**src/rtl/mac_output_drain_pkg.sv**
```systemverilog
// Shared types and constants for the MAC output drain.
package mac_package;

    typedef enum logic [1:0] {
        DRAIN_IDLE  = 2'd0,
        DRAIN_READ  = 2'd1,
        DRAIN_FLUSH = 2'd2,
        DRAIN_DONE  = 2'd3
    } drain_state_t;

    localparam int MAC_DRAIN_FIFO_DEPTH = 2;

    // Bits needed to hold an occupancy count of 0..depth.
    function automatic int mac_cnt_width(input int depth);
        return $clog2(depth + 1);
    endfunction

endpackage

```
**src/rtl/mac_output_drain_if.sv**
```systemverilog
// Output-memory read port plus the outgoing c_sink stream, as seen from the drain.
interface mac_output_drain_if #(
    parameter int DATA_WIDTH = 32,
    parameter int ADDR_WIDTH = 16
);
    logic                    mem_req_o;
    logic [ADDR_WIDTH-1:0]   mem_addr_o;
    logic [DATA_WIDTH-1:0]   mem_rdata_i;
    logic                    c_valid_o;
    logic [DATA_WIDTH-1:0]   c_data_o;
    logic [DATA_WIDTH/8-1:0] c_strb_o;
    logic                    c_ready_i;

    modport master (
        output mem_req_o, mem_addr_o, c_valid_o, c_data_o, c_strb_o,
        input  mem_rdata_i, c_ready_i
    );

    modport slave (
        input  mem_req_o, mem_addr_o, c_valid_o, c_data_o, c_strb_o,
        output mem_rdata_i, c_ready_i
    );
endinterface

```
**src/rtl/mac_output_drain_fifo.sv**
```systemverilog
// Small synchronous FIFO with registered storage; the head entry is visible on data_o.
module hwpe_stream_fifo #(
    parameter int DATA_WIDTH = 32,
    parameter int DEPTH      = 2
) (
    input  logic                          clk_i,
    input  logic                          rst_ni,
    input  logic                          clear_i,
    input  logic                          push_i,
    input  logic [DATA_WIDTH-1:0]         data_i,
    input  logic                          pop_i,
    output logic [DATA_WIDTH-1:0]         data_o,
    output logic                          valid_o,
    output logic [$clog2(DEPTH+1)-1:0]    count_o
);
    localparam int PTR_W = (DEPTH > 1) ? $clog2(DEPTH) : 1;
    localparam int CNT_W = $clog2(DEPTH + 1);

    logic [DATA_WIDTH-1:0] mem_q [DEPTH];
    logic [DATA_WIDTH-1:0] mem_d [DEPTH];
    logic [PTR_W-1:0]      wr_ptr_q, wr_ptr_d;
    logic [PTR_W-1:0]      rd_ptr_q, rd_ptr_d;
    logic [CNT_W-1:0]      count_q, count_d;
    logic                  do_push, do_pop;

    function automatic logic [PTR_W-1:0] ptr_inc(input logic [PTR_W-1:0] p);
        return (p == PTR_W'(DEPTH - 1)) ? '0 : p + PTR_W'(1);
    endfunction

    // A push into a full FIFO is accepted only when the head leaves in the same cycle.
    assign do_pop  = pop_i && (count_q != '0);
    assign do_push = push_i && ((count_q != CNT_W'(DEPTH)) || do_pop);

    always_comb begin
        mem_d    = mem_q;
        wr_ptr_d = wr_ptr_q;
        rd_ptr_d = rd_ptr_q;
        count_d  = count_q;
        if (clear_i) begin
            wr_ptr_d = '0;
            rd_ptr_d = '0;
            count_d  = '0;
        end else begin
            if (do_push) begin
                mem_d[wr_ptr_q] = data_i;
                wr_ptr_d        = ptr_inc(wr_ptr_q);
            end
            if (do_pop) begin
                rd_ptr_d = ptr_inc(rd_ptr_q);
            end
            count_d = count_q + CNT_W'(do_push) - CNT_W'(do_pop);
        end
    end

    always_ff @(posedge clk_i or negedge rst_ni) begin
        if (!rst_ni) begin
            for (int i = 0; i < DEPTH; i++) begin
                mem_q[i] <= '0;
            end
            wr_ptr_q <= '0;
            rd_ptr_q <= '0;
            count_q  <= '0;
        end else begin
            mem_q    <= mem_d;
            wr_ptr_q <= wr_ptr_d;
            rd_ptr_q <= rd_ptr_d;
            count_q  <= count_d;
        end
    end

    assign data_o  = mem_q[rd_ptr_q];
    assign valid_o = (count_q != '0);
    assign count_o = count_q;

endmodule

```
**src/rtl/mac_output_drain.sv**
```systemverilog
// Drains nb_words words from the output memory into the c_sink stream via a 2-entry FIFO.
//
// state        | meaning
// DRAIN_IDLE   | waiting for start_i; cnt_o holds the last drain's count
// DRAIN_READ   | issuing memory reads while FIFO credit allows
// DRAIN_FLUSH  | all reads issued; streaming out the remaining words
// DRAIN_DONE   | one-cycle done_o pulse
module mac_output_drain
    import mac_package::*;
#(
    parameter int DATA_WIDTH = 32,
    parameter int ADDR_WIDTH = 16
) (
    input  logic                  clk_i,
    input  logic                  rst_ni,
    input  logic                  clear_i,
    input  logic                  start_i,
    input  logic [ADDR_WIDTH-1:0] base_addr_i,
    input  logic [15:0]           nb_words_i,
    mac_output_drain_if.master    bus,
    output logic                  busy_o,
    output logic                  done_o,
    output logic [15:0]           cnt_o
);
    localparam int CNT_W = mac_cnt_width(MAC_DRAIN_FIFO_DEPTH);
    localparam int SW    = CNT_W + 1;

    drain_state_t          state_q, state_d;
    logic [ADDR_WIDTH-1:0] addr_q, addr_d;
    logic [15:0]           nb_q, nb_d;
    logic [15:0]           req_cnt_q, req_cnt_d;
    logic [15:0]           cnt_q, cnt_d;
    logic                  inflight_q, inflight_d;
    logic                  busy_q, busy_d;
    logic                  done_q, done_d;

    logic                  fifo_valid;
    logic [DATA_WIDTH-1:0] fifo_data;
    logic [CNT_W-1:0]      fifo_count;
    logic                  pop;
    logic                  mem_req;
    logic [SW-1:0]         slots_used;

    assign pop = fifo_valid & bus.c_ready_i;

    // Credit counts the word leaving this cycle as already gone, which is what
    // lets a 2-entry FIFO sustain one word per cycle across the read latency.
    assign slots_used = SW'(inflight_q) + SW'(fifo_count) - SW'(pop);
    assign mem_req    = (state_q == DRAIN_READ) && !clear_i
                        && (slots_used < SW'(MAC_DRAIN_FIFO_DEPTH));

    hwpe_stream_fifo #(
        .DATA_WIDTH (DATA_WIDTH),
        .DEPTH      (MAC_DRAIN_FIFO_DEPTH)
    ) u_fifo (
        .clk_i   (clk_i),
        .rst_ni  (rst_ni),
        .clear_i (clear_i),
        .push_i  (inflight_q),
        .data_i  (bus.mem_rdata_i),
        .pop_i   (pop),
        .data_o  (fifo_data),
        .valid_o (fifo_valid),
        .count_o (fifo_count)
    );

    always_comb begin
        state_d    = state_q;
        addr_d     = addr_q;
        nb_d       = nb_q;
        req_cnt_d  = req_cnt_q;
        cnt_d      = cnt_q;
        inflight_d = mem_req;
        if (clear_i) begin
            state_d    = DRAIN_IDLE;
            cnt_d      = '0;
            inflight_d = 1'b0;
        end else begin
            case (state_q)
                DRAIN_IDLE: begin
                    if (start_i) begin
                        nb_d      = nb_words_i;
                        addr_d    = base_addr_i;
                        req_cnt_d = '0;
                        cnt_d     = '0;
                        state_d   = (nb_words_i == 16'd0) ? DRAIN_DONE : DRAIN_READ;
                    end
                end
                DRAIN_READ: begin
                    if (pop) begin
                        cnt_d = cnt_q + 16'd1;
                    end
                    if (mem_req) begin
                        addr_d    = addr_q + ADDR_WIDTH'(1);
                        req_cnt_d = req_cnt_q + 16'd1;
                        if ((req_cnt_q + 16'd1) == nb_q) begin
                            state_d = DRAIN_FLUSH;
                        end
                    end
                end
                DRAIN_FLUSH: begin
                    if (pop) begin
                        cnt_d = cnt_q + 16'd1;
                        if ((cnt_q + 16'd1) == nb_q) begin
                            state_d = DRAIN_DONE;
                        end
                    end
                end
                DRAIN_DONE: begin
                    state_d = DRAIN_IDLE;
                end
                default: begin
                    state_d = DRAIN_IDLE;
                end
            endcase
        end
        busy_d = (state_d != DRAIN_IDLE);
        done_d = (state_d == DRAIN_DONE);
    end

    always_ff @(posedge clk_i or negedge rst_ni) begin
        if (!rst_ni) begin
            state_q    <= DRAIN_IDLE;
            addr_q     <= '0;
            nb_q       <= '0;
            req_cnt_q  <= '0;
            cnt_q      <= '0;
            inflight_q <= 1'b0;
            busy_q     <= 1'b0;
            done_q     <= 1'b0;
        end else begin
            state_q    <= state_d;
            addr_q     <= addr_d;
            nb_q       <= nb_d;
            req_cnt_q  <= req_cnt_d;
            cnt_q      <= cnt_d;
            inflight_q <= inflight_d;
            busy_q     <= busy_d;
            done_q     <= done_d;
        end
    end

    assign bus.mem_req_o  = mem_req;
    assign bus.mem_addr_o = addr_q;
    assign bus.c_valid_o  = fifo_valid;
    assign bus.c_data_o   = fifo_valid ? fifo_data : '0;
    assign bus.c_strb_o   = {(DATA_WIDTH/8){fifo_valid}};
    assign busy_o         = busy_q;
    assign done_o         = done_q;
    assign cnt_o          = cnt_q;

endmodule

```
**src/flat_wrapper.sv**
```systemverilog
// flat-port wrapper written by rule: the top's interface ports become plain ports
module mac_output_drain_flat import mac_package::*;
#(
    parameter int DATA_WIDTH = 32,
    parameter int ADDR_WIDTH = 16
)
  (clk_i, rst_ni, clear_i, start_i, base_addr_i, nb_words_i, busy_o, done_o, cnt_o, bus_mem_req_o, bus_mem_addr_o, bus_c_valid_o, bus_c_data_o, bus_c_strb_o, bus_mem_rdata_i, bus_c_ready_i);
  mac_output_drain_if #(.DATA_WIDTH(DATA_WIDTH), .ADDR_WIDTH(ADDR_WIDTH)) bus_i ();
  input  logic clk_i;
  input  logic rst_ni;
  input  logic clear_i;
  input  logic start_i;
  input  logic [ADDR_WIDTH-1:0] base_addr_i;
  input  logic [15:0] nb_words_i;
  output logic busy_o;
  output logic done_o;
  output logic [15:0] cnt_o;
  output wire logic [$bits(bus_i.mem_req_o)-1:0] bus_mem_req_o;
  output wire logic [$bits(bus_i.mem_addr_o)-1:0] bus_mem_addr_o;
  output wire logic [$bits(bus_i.c_valid_o)-1:0] bus_c_valid_o;
  output wire logic [$bits(bus_i.c_data_o)-1:0] bus_c_data_o;
  output wire logic [$bits(bus_i.c_strb_o)-1:0] bus_c_strb_o;
  input wire logic [$bits(bus_i.mem_rdata_i)-1:0] bus_mem_rdata_i;
  input wire logic [$bits(bus_i.c_ready_i)-1:0] bus_c_ready_i;
  assign bus_mem_req_o = bus_i.mem_req_o;
  assign bus_mem_addr_o = bus_i.mem_addr_o;
  assign bus_c_valid_o = bus_i.c_valid_o;
  assign bus_c_data_o = bus_i.c_data_o;
  assign bus_c_strb_o = bus_i.c_strb_o;
  assign bus_i.mem_rdata_i = bus_mem_rdata_i;
  assign bus_i.c_ready_i = bus_c_ready_i;
  mac_output_drain #(.DATA_WIDTH(DATA_WIDTH), .ADDR_WIDTH(ADDR_WIDTH)) u_core (.clk_i(clk_i), .rst_ni(rst_ni), .clear_i(clear_i), .start_i(start_i), .base_addr_i(base_addr_i), .nb_words_i(nb_words_i), .bus(bus_i), .busy_o(busy_o), .done_o(done_o), .cnt_o(cnt_o));
endmodule
```
**config.mk**
```make
export PLATFORM = sky130hd
export DESIGN_NAME = mac_output_drain_flat
export DESIGN_NICKNAME = d
export VERILOG_FILES = /design/src/rtl/mac_output_drain_pkg.sv /design/src/rtl/mac_output_drain_if.sv /design/src/rtl/mac_output_drain_fifo.sv /design/src/rtl/mac_output_drain.sv /design/src/flat_wrapper.sv
export SDC_FILE = /design/constraint.sdc
export NUM_CORES = 1
export LEC_CHECK = 0
export BUFFER_PORTS_ARGS = -buffer_cell sky130_fd_sc_hd__buf_4
export CAP_MARGIN = 20
export CORE_ASPECT_RATIO = 1.75
export CORE_MARGIN = 8
export CORE_UTILIZATION = 30
export DETAILED_ROUTE_END_ITERATION = 8
export SYNTH_ARGS = -nofsm -noshare
export SYNTH_HDL_FRONTEND = slang
export SYNTH_SLANG_ARGS = --single-unit
```
**constraint.sdc**
```tcl
create_clock -name clk_i -period 5.07 [get_ports clk_i]
set_input_delay 1.521 -clock clk_i [delete_from_list [all_inputs] [get_ports clk_i]]
set_output_delay 1.521 -clock clk_i [all_outputs]
set_load 0.005 [all_outputs]
```
# Word-level counts from Yosys, hierarchy flattened
# Cells that the tools add are included.
dict set report totals {
  register_bits 137
  word_cells 93
}
dict set report op_classes {
  reduce_logical 20
  n_lt_le_gt_ge 4
  n_eq_ne 11
  add_sub_neg 9
  muxes 32
  bitwise_logic 4
}
# operator count
set op_table {}
lappend op_table {{$mux 32} 5}
lappend op_table {{$mux 16} 6}
lappend op_table {{$pmux 16 s2} 3}
lappend op_table {{$bwmux 64} 1}
lappend op_table {{$add 16x1->16 const B} 3}
lappend op_table {{$demux 32 s1} 1}
lappend op_table {{$eq 16x16->1} 2}
lappend op_table {{$logic_not 16->1} 1}
lappend op_table {{$mux 2} 8}
lappend op_table {{$reduce_bool 2->1} 5}
lappend op_table {{$pmux 2 s4} 1}
lappend op_table {{$mux 1} 7}
lappend op_table {{$eq 2x2->1 const B} 3}
lappend op_table {{$ne 2x2->1 const B} 3}
lappend op_table {{$reduce_and 3->1} 2}
lappend op_table {{$logic_and 1x1->1} 5}
lappend op_table {{$ge 2x2->1 const B} 2}
lappend op_table {{$not 1->2} 2}
lappend op_table {{$reduce_and 4->1} 1}
lappend op_table {{$add 1x2->3} 1}
lappend op_table {{$lt 3x2->1 const B} 1}
lappend op_table {{$ne 3x1->1 const B} 1}
lappend op_table {{$ne 3x3->1 const B} 1}
lappend op_table {{$reduce_bool 3->1} 1}
lappend op_table {{other kinds (13)} 14}

# Logic depth before layout (Yosys ltp)
# Gate-level depths: netlist of run 1.
dict set report logic_depth {
  word_depth 9
  mapped_depth 13
  ltp_nobuf 11
}

# By module
# Synthesis of run 1 repeated with hierarchy kept, for this count alone.
dict set report hier_totals {
  cells_unflattened 801
  area_unflattened_um2 7956.4
}
# mod instances area_each_um2 cells_per_inst
set by_module_without_submodules {}
lappend by_module_without_submodules {mac_output_drain 1 4853.4 607}
lappend by_module_without_submodules {hwpe_stream_fifo 1 3103.0 194}

# Least setup slack after synthesis of run 1
# No wires, ideal clock.
dict set report synth_path {
  path_kind {in2out}
  start {input port bus_c_ready_i}
  end {output port bus_mem_req_o}
  required_time_ps 3549
  slack_ps 573
  stages 6
  n_path_buf 0
  arrival_time_ps 2976
  path_cell_list {o21a_1 > ha_1 > nand2b_1 > fa_1 > xor2_1 > nor3_1}
}
dict set report synth_between {
  elab_chain_len 4
}
# element line
set synth_rtl {}
lappend synth_rtl {{start: declaration} flat_wrapper.sv:24} ;# input wire logic [$bits(bus_i.c_ready_i)-1:0] bus_c_ready_i;
lappend synth_rtl {{$and 1x1->1} mac_output_drain.sv:44} ;# assign pop = fifo_valid & bus.c_ready_i;
lappend synth_rtl {{$sub 3x1->3} mac_output_drain.sv:48} ;# assign slots_used = SW'(inflight_q) + SW'(fifo_count) - SW'(pop);
lappend synth_rtl {{$lt 3x2->1} mac_output_drain.sv:50} ;# && (slots_used < SW'(MAC_DRAIN_FIFO_DEPTH));
lappend synth_rtl {{$logic_and 1x1->1} mac_output_drain.sv:50}
lappend synth_rtl {{end: declaration} flat_wrapper.sv:18} ;# output wire logic [$bits(bus_i.mem_req_o)-1:0] bus_mem_req_o;
# No other way between the ends.

# Final worst setup path of run 1
# Same ends and word-level chain as after synthesis.

==> qor.csv, run 1 <==
metric,value,unit
outcome,"finished, final reports clean",
tightest_slew,1.069,ns
combPwrFrac,37.4,%
yosys-top-cells-area,"dfrtp_1, mux2_2, mux2i_1",
num_vias,5886,
wl_per_cell,16.63,um
synth_cell_type_count,60,
syn_avg_cell_area,10.38,um2
place_congestion,0.7909,
syn_inst,732,
overflow,0,
fmax,207.6,MHz
final.min_clock_period,4.818,ns
yosys.cell_count.top_type,dfrtp_1,
ys_seq_area_share,45.10,%
grt_pass1_vias,5903,
rsz0062_at_grt,false,
maxSlewViolCount,0,
remaining_drc_errors,0,
final_layout_size_suffix_gt1_share,32.57,%
finalSetupViolations,0,
cts.repair.resized,0,
htreeDepth,4,
ctsHoldBuffers,0,
worst_setup_path_start_kind,input pin,
grtUsageTotal,13.16,%
min_period_over_period,95.03,%
cts.sinks,137,
core_area,25050,um2
synthDominantCellAreaShare,45.10,%
worstHoldPathType,reg2reg,
portBuffers,140,
routed_via_density,4.963,
holdWs,0.5035,ns
fin_nets,935,
arrival,3.30,ns
syn2layout_area_growth,25.71,%
dieWidth,136.3,um
synthArstFlopShare,100.0,%
drt-initial-drc-count,233,
clk_pin_slew_worst_paths,0.06,ns
critPathRequiredTime,3.55,ns
synth_seq_cells,137,
seqCellArea,3430,um2
cts_tree,yes,
seqPwrFrac,38.1,%
max_cap_violations,0,
placed_cells,1153,
tns,0,ns
max_slew_margin,28.75,%
path_class,in2out,
multiInputGateArea,3897,um2
dp_hpwl,14620,um
ys.flop_type,dfrtp_1,
clk_latency,0.43,ns
yosys_warnings,0,
cts_setup_buffers,0,
power.share.clock,24.5,%
p_sw,1.755,mW
fin_cells,1186,
p_per_area,527.5,nW/um2
intPower,3.285,mW
fillers,2505,
synth_area_leader_cell,dfrtp_1,
grt_pass1_wl,31520,um
synth_common_cells,"dfrtp_1, mux2_2, nor2_1",
synth_edf_count,0,
antenna_found_initial,1,
vdd_drop_max,0.0002378,V
die_h,226.6,um
start_util,30.34,%
design.die.area,30890,um2
critPathMaxFanout,3,
cts_buffers,17,
dr.pass1.iters,4,
rows,77,
cp-end-kind,output pin,
syn_nets,811,
netlist_area,7601,um2
ios,141,
cts-root-buf,clkbuf_16,
hold_viol,0,
fin_skew,0.009299,ns
clk_path_buf_depth,2,
utilization,38.15,%
ant_nets,0,
p_leak,4.198,nW
total_power,5.040,mW
p_sw_share,34.83,%
grt_max_degree,95,
wl,19730,um
registers in the layout (all words and copies together) (netlist names):
| name | cells |
|---|---|
| u_core.nb_q | 16 |
| u_core.cnt_o | 16 |
| u_core.u_fifo.mem_q | 64 |
| u_core.inflight_q | 1 |
| u_core.u_fifo.rd_ptr_q | 1 |
| u_core.busy_o | 1 |
| u_core.u_fifo.wr_ptr_q | 1 |
| u_core.done_o | 1 |
| u_core.state_q | 2 |
| u_core.bus.mem_addr_o | 16 |
| u_core.u_fifo.count_o | 2 |
| u_core.req_cnt_q | 16 |
layout by cell type, fill, tap and decap left out, types with 5 or more instances in the layout:
| cell type | count |
|---|---|
| xor2_1 | 13 |
| and4_1 | 6 |
| nand2b_1 | 6 |
| mux2i_1 | 39 |
| clkinvlp_4 | 5 |
| nor3_1 | 12 |
| nand2_1 | 47 |
| and3_1 | 8 |
| mux2_2 | 82 |
| a22o_1 | 13 |
| inv_1 | 14 |
| nand3_1 | 24 |
| nor2_1 | 66 |
| o22ai_1 | 9 |
| o31ai_1 | 7 |
| a21o_1 | 5 |
| nand4_1 | 8 |
| a21oi_1 | 17 |
| nor4_1 | 9 |
| buf_4 | 154 |
| dfrtp_1 | 136 |
| xnor2_1 | 36 |
| ha_1 | 9 |
| o21ai_0 | 49 |
| a31oi_1 | 5 |
| or3_1 | 6 |
| clkbuf_16 | 17 |
per-stage QoR:
stage / area, um2 / worst slack [ns]
2_1_floorplan: 7601 / 0.5732
3_3_place_gp: 8962 / 0.2187
3_5_place_dp: 8966 / 0.2173
4_1_cts: 9553 / 0.2070
5_1_grt: 9555 / 0.1701
6_report: 9555 / 0.2520
worst max-delay path: stages:
cell and delay (ns):
buf_4 0.12, o21a_1 0.11, ha_1 0.26, nand2b_1 0.15, fa_1 0.38, xor2_1 0.18, nor3_1 0.38, buf_4 0.20
power by group through the flow:
stage | logic [mW] | registers (mW) | clock network (mW)
final | 1.89 | 1.92 | 1.23
after global routing | 2.11 | 1.99 | 1.32
after CTS | 1.93 | 1.92 | 1.28
after detailed placement | 1.93 | 1.94 | 0
after global placement | 1.90 | 1.92 | 0
after floorplan | 1.36 | 1.79 | 0
path summary, 6_finish.rpt:
path                                                      from                                  end  slack, ns  depth (start not counted)
hold reg to reg            u_core.u_fifo.mem_q[46]$_DFFE_PN0P_  u_core.u_fifo.mem_q[46]$_DFFE_PN0P_       0.50                          1
setup / recovery                                 bus_c_ready_i                        bus_mem_req_o       0.25                          8
hold / removal             u_core.u_fifo.mem_q[46]$_DFFE_PN0P_  u_core.u_fifo.mem_q[46]$_DFFE_PN0P_       0.50                          1
max in group asynchronous                               rst_ni  u_core.u_fifo.mem_q[58]$_DFFE_PN0P_       2.96                          2
setup reg to reg            u_core.u_fifo.count_o[1]$_DFF_PN0_     u_core.req_cnt_q[11]$_DFFE_PN0P_       1.65                         12
min in group asynchronous                               rst_ni         u_core.cnt_o[13]$_DFFE_PN0P_       1.17                          1
final cells by class:
class                   instances  area share [%]
multi-input cells             529           40.79
flip-flops and latches        137           35.89
repair buffers                157           12.47
clock buffers                  19           4.740
well taps                     316           4.138
clock inverters                13           1.401
inverters                      14          0.5500
diodes                          1         0.02619
kinds of logic (layout without fill, tap and decap cells):
| logic type | count (synthesis) | count (layout) | synth area share, % |
|---|---|---|---|
| compound gates | 132 | 132 | 11.26 |
| xor+xnor | 52 | 52 | 6.535 |
| fa+ha+maj | 10 | 10 | 1.745 |
| other cells | 0 | 1 | 0 |
| simple gates | 214 | 214 | 14.30 |
| mux | 121 | 121 | 17.28 |
| flops | 137 | 137 | 45.10 |
| buf+inv | 66 | 203 | 3.770 |
layer usage:
layer | wire [um] | vias up | global-route usage [%]
met3 | 1129 | 35 | 3.926
met1 | 7427 | 2835 | 13.53
met5 | 0 | - | 0
met2 | 10610 | 141 | 23.57
li1 | - | 2875 | -
met4 | 558 | 0 | 6.550
Note: power is estimated with default switching activity, not from simulation.
==> run 2, diff against run 1 <==
==> constraint.sdc (replaced) <==
create_clock -name clk_i -period 5.07 [get_ports clk_i]
set_input_delay 0.2535 -clock clk_i [delete_from_list [all_inputs] [get_ports clk_i]]
set_output_delay 0.2535 -clock clk_i [all_outputs]
set_load 0.005 [all_outputs]
==> run 2 against run 1 <==
Net effect:
- register-to-register slack lost 0.18 ns
- critical path depth rose by 2
- design area down 0.13%
- wire length rose by 1.0%
- clock-buffer cell count grew 1
- critical path type is now reg2reg
- critical endpoint is now u_core.bus.mem_addr_o[2]$_DFFE_PN0P_
- sequential share of layout area about the same
- flip-flop and latch count did not move
- clock skew hardly changed
- non-clock buffer count is 8 lower
- largest power group unchanged
==> qor.csv, run 2 (synthesis gave the netlist of run 1 again) <==
metric,value,unit,change
wl_per_cell,16.93,um,was 16.63 um
ant_nets,0,,unchanged
worstHoldPathType,in2reg,,was reg2reg
largest_register,u_core.u_fifo.mem_q,,unchanged
path_class,reg2reg,,was in2out
power.share.clock,26.5,%,was 24.5%
num_vias,5827,,was 5886
hold-path-cell-count,2,,was 1
worst_setup_path_start_kind,flip-flop,,was input pin
grt_pass1_wl,31820,um,was 31520 um
htreeDepth,4,,unchanged
die_h,226.6,um,unchanged
maxSlewViolCount,0,,unchanged
core_area,25050,um2,unchanged
critical_path.top_delay_family,compound AO/OA/AOI/OAI gates,,was adder cells
fin_skew,0.008901,ns,was 0.009299 ns
crit_slowest_cell,nor3_1,,was fa_1
antenna_cells,0,,was 1
intPower,3.407,mW,was 3.285 mW
grt_pass1_vias,6038,,was 5903
remaining_drc_errors,0,,unchanged
crit_path_max_incr_delay,0.50,ns,was 0.38 ns
design.die.area,30890,um2,unchanged
crit_cells,10,,was 8
final_layout_size_suffix_gt1_share,31.82,%,was 32.57%
p_per_area,541.6,nW/um2,was 527.5 nW/um2
p_sw,1.761,mW,was 1.755 mW
portBuffers,140,,unchanged
fin_cells,1177,,was 1186
wl,19930,um,was 19730 um
cp-end-kind,flip-flop,,was output pin
rsz0062_at_grt,false,,unchanged
multiInputGateArea,3897,um2,unchanged
overflow,0,,unchanged
clk_latency,0.43,ns,about the same
outcome,"finished, final reports clean",,unchanged
reg2reg_depth,10,,was 12
max_cap_violations,0,,unchanged
start_util,30.34,%,unchanged
place_congestion,0.8303,,was 0.7909
vdd_drop_max,0.0002144,V,was 0.0002378 V
syn2layout_area_growth,25.55,%,was 25.71%
final.min_clock_period,3.600,ns,was 4.818 ns
path_cells,"o21a_1, ha_1, nand2b_1, fa_1, xor2_1, nor3_1, o21a_1, buf_4, nand2b_1, o221a_2",,"was buf_4, o21a_1, ha_1, nand2b_1, fa_1, xor2_1, nor3_1, buf_4"
arrival,3.92,ns,was 3.30 ns
grtUsageTotal,13.27,%,was 13.16%
antenna_found_initial,0,,was 1
fin_nets,927,,was 935
cts_setup_buffers,0,,unchanged
grt_max_degree,88,,was 95
ios,141,,unchanged
p_leak,4.191,nW,was 4.198 nW
p_sw_share,34.08,%,was 34.83%
rows,77,,unchanged
placed_cells,1144,,was 1153
mostFrequentLayoutCell,buf_4,,unchanged
cts_buffers,17,,unchanged
fillers,2516,,was 2505
dieWidth,136.3,um,unchanged
largest_reg_flops,64,,unchanged
combPwrFrac,36.1,%,was 37.4%
critPathMaxFanout,20,,was 3
drt-initial-drc-count,190,,was 233
seqPwrFrac,37.4,%,was 38.1%
path_buf_inv,1,,was 2
clk_path_buf_depth,2,,unchanged
cts_tree,yes,,unchanged
holdWs,0.05283,ns,was 0.5035 ns
max_slew_margin,24.59,%,was 28.75%
fmax,277.8,MHz,was 207.6 MHz
final_cell_mix,"buf_4, dfrtp_1, mux2_2",,unchanged
hold_viol,0,,unchanged
cts.sinks,137,,unchanged
critPathRequiredTime,5.39,ns,was 3.55 ns
dr.pass1.iters,5,,was 4
tns,0,ns,unchanged
finalSetupViolations,0,,unchanged
min_period_over_period,71.00,%,was 95.03%
seqCellArea,3430,um2,unchanged
routed_via_density,4.951,,was 4.963
dp_hpwl,14510,um,was 14620 um
clk_pin_slew_worst_paths,0.07,ns,was 0.06 ns
tightest_slew,1.129,ns,was 1.069 ns
cts-root-buf,clkbuf_16,,unchanged
[run 2: path summary, 6_finish.rpt]
path | slack (ns) | endpoint | startpoint
max | 1.47 | u_core.bus.mem_addr_o[2]$_DFFE_PN0P_ | u_core.u_fifo.count_o[1]$_DFF_PN0_
min reg2reg | 0.50 | u_core.u_fifo.mem_q[14]$_DFFE_PN0P_ | u_core.u_fifo.mem_q[14]$_DFFE_PN0P_
min in group asynchronous | 0.43 | u_core.cnt_o[11]$_DFFE_PN0P_ | rst_ni
max in group asynchronous | 3.44 | u_core.bus.mem_addr_o[3]$_DFFE_PN0P_ | rst_ni
min | 0.05 | u_core.bus.mem_addr_o[11]$_DFFE_PN0P_ | base_addr_i[11]
max reg2reg | 1.47 | u_core.bus.mem_addr_o[2]$_DFFE_PN0P_ | u_core.u_fifo.count_o[1]$_DFF_PN0_
[run 2: through the flow]
stage | area [um2] | setup WS, ns | util (%) | power, mW
2_1_floorplan | 7601 | 1.897 | - | 3.152
3_3_place_gp | 8890 | 1.471 | 35.49 | 3.808
3_5_place_dp | 8890 | 1.417 | 35.49 | 3.851
4_1_cts | 9543 | 1.410 | 38.10 | 5.251
5_1_grt | 9543 | 1.126 | 38.10 | 5.544
6_report | 9543 | 1.470 | 38.10 | 5.168
[run 2: worst register-to-register path, stage by stage, from the launching register on]
cell and delay (ns):
dfrtp_1 0.48, o21a_1 0.28, ha_1 0.28, nand2b_1 0.15, fa_1 0.38, xor2_1 0.18, nor3_1 0.50, o21a_1 0.38
buf_4 0.29, nand2b_1 0.26, o221a_2 0.32
[run 2: layer usage]
layer / track usage [%] / vias up / part of all wire [%]
li1: - / 2874 / -
met1: 13.91 / 2801 / 39
met2: 24.31 / 127 / 54
met3: 3.505 / 25 / 4.8
met4: 5.447 / 0 / 2.1
met5: 0 / - / 0
[run 2: cell type report]
class,count,share of cell area [%]
repair buffers,149,11.79
multi-input cells,529,40.84
clock buffers,20,4.786
well taps,316,4.143
clock inverters,12,1.954
flip-flops and latches,137,35.94
inverters,14,0.5507
[run 2: power groups by stage]
stage          Clock [mW]  Combinational [mW]  Sequential (mW)
6_report             1.37                1.87             1.93
5_1_grt              1.46                2.09             2.00
4_1_cts              1.41                1.91             1.93
3_5_place_dp            0                1.90             1.95
3_3_place_gp            0                1.87             1.93
2_1_floorplan           0                1.36             1.79
[run 2: timing repair]
action	in CTS	in global routing
hold buffers	1	0
hold endpoints to repair	86	0
endpoints found under the setup margin	0	0
resized for setup	0	0
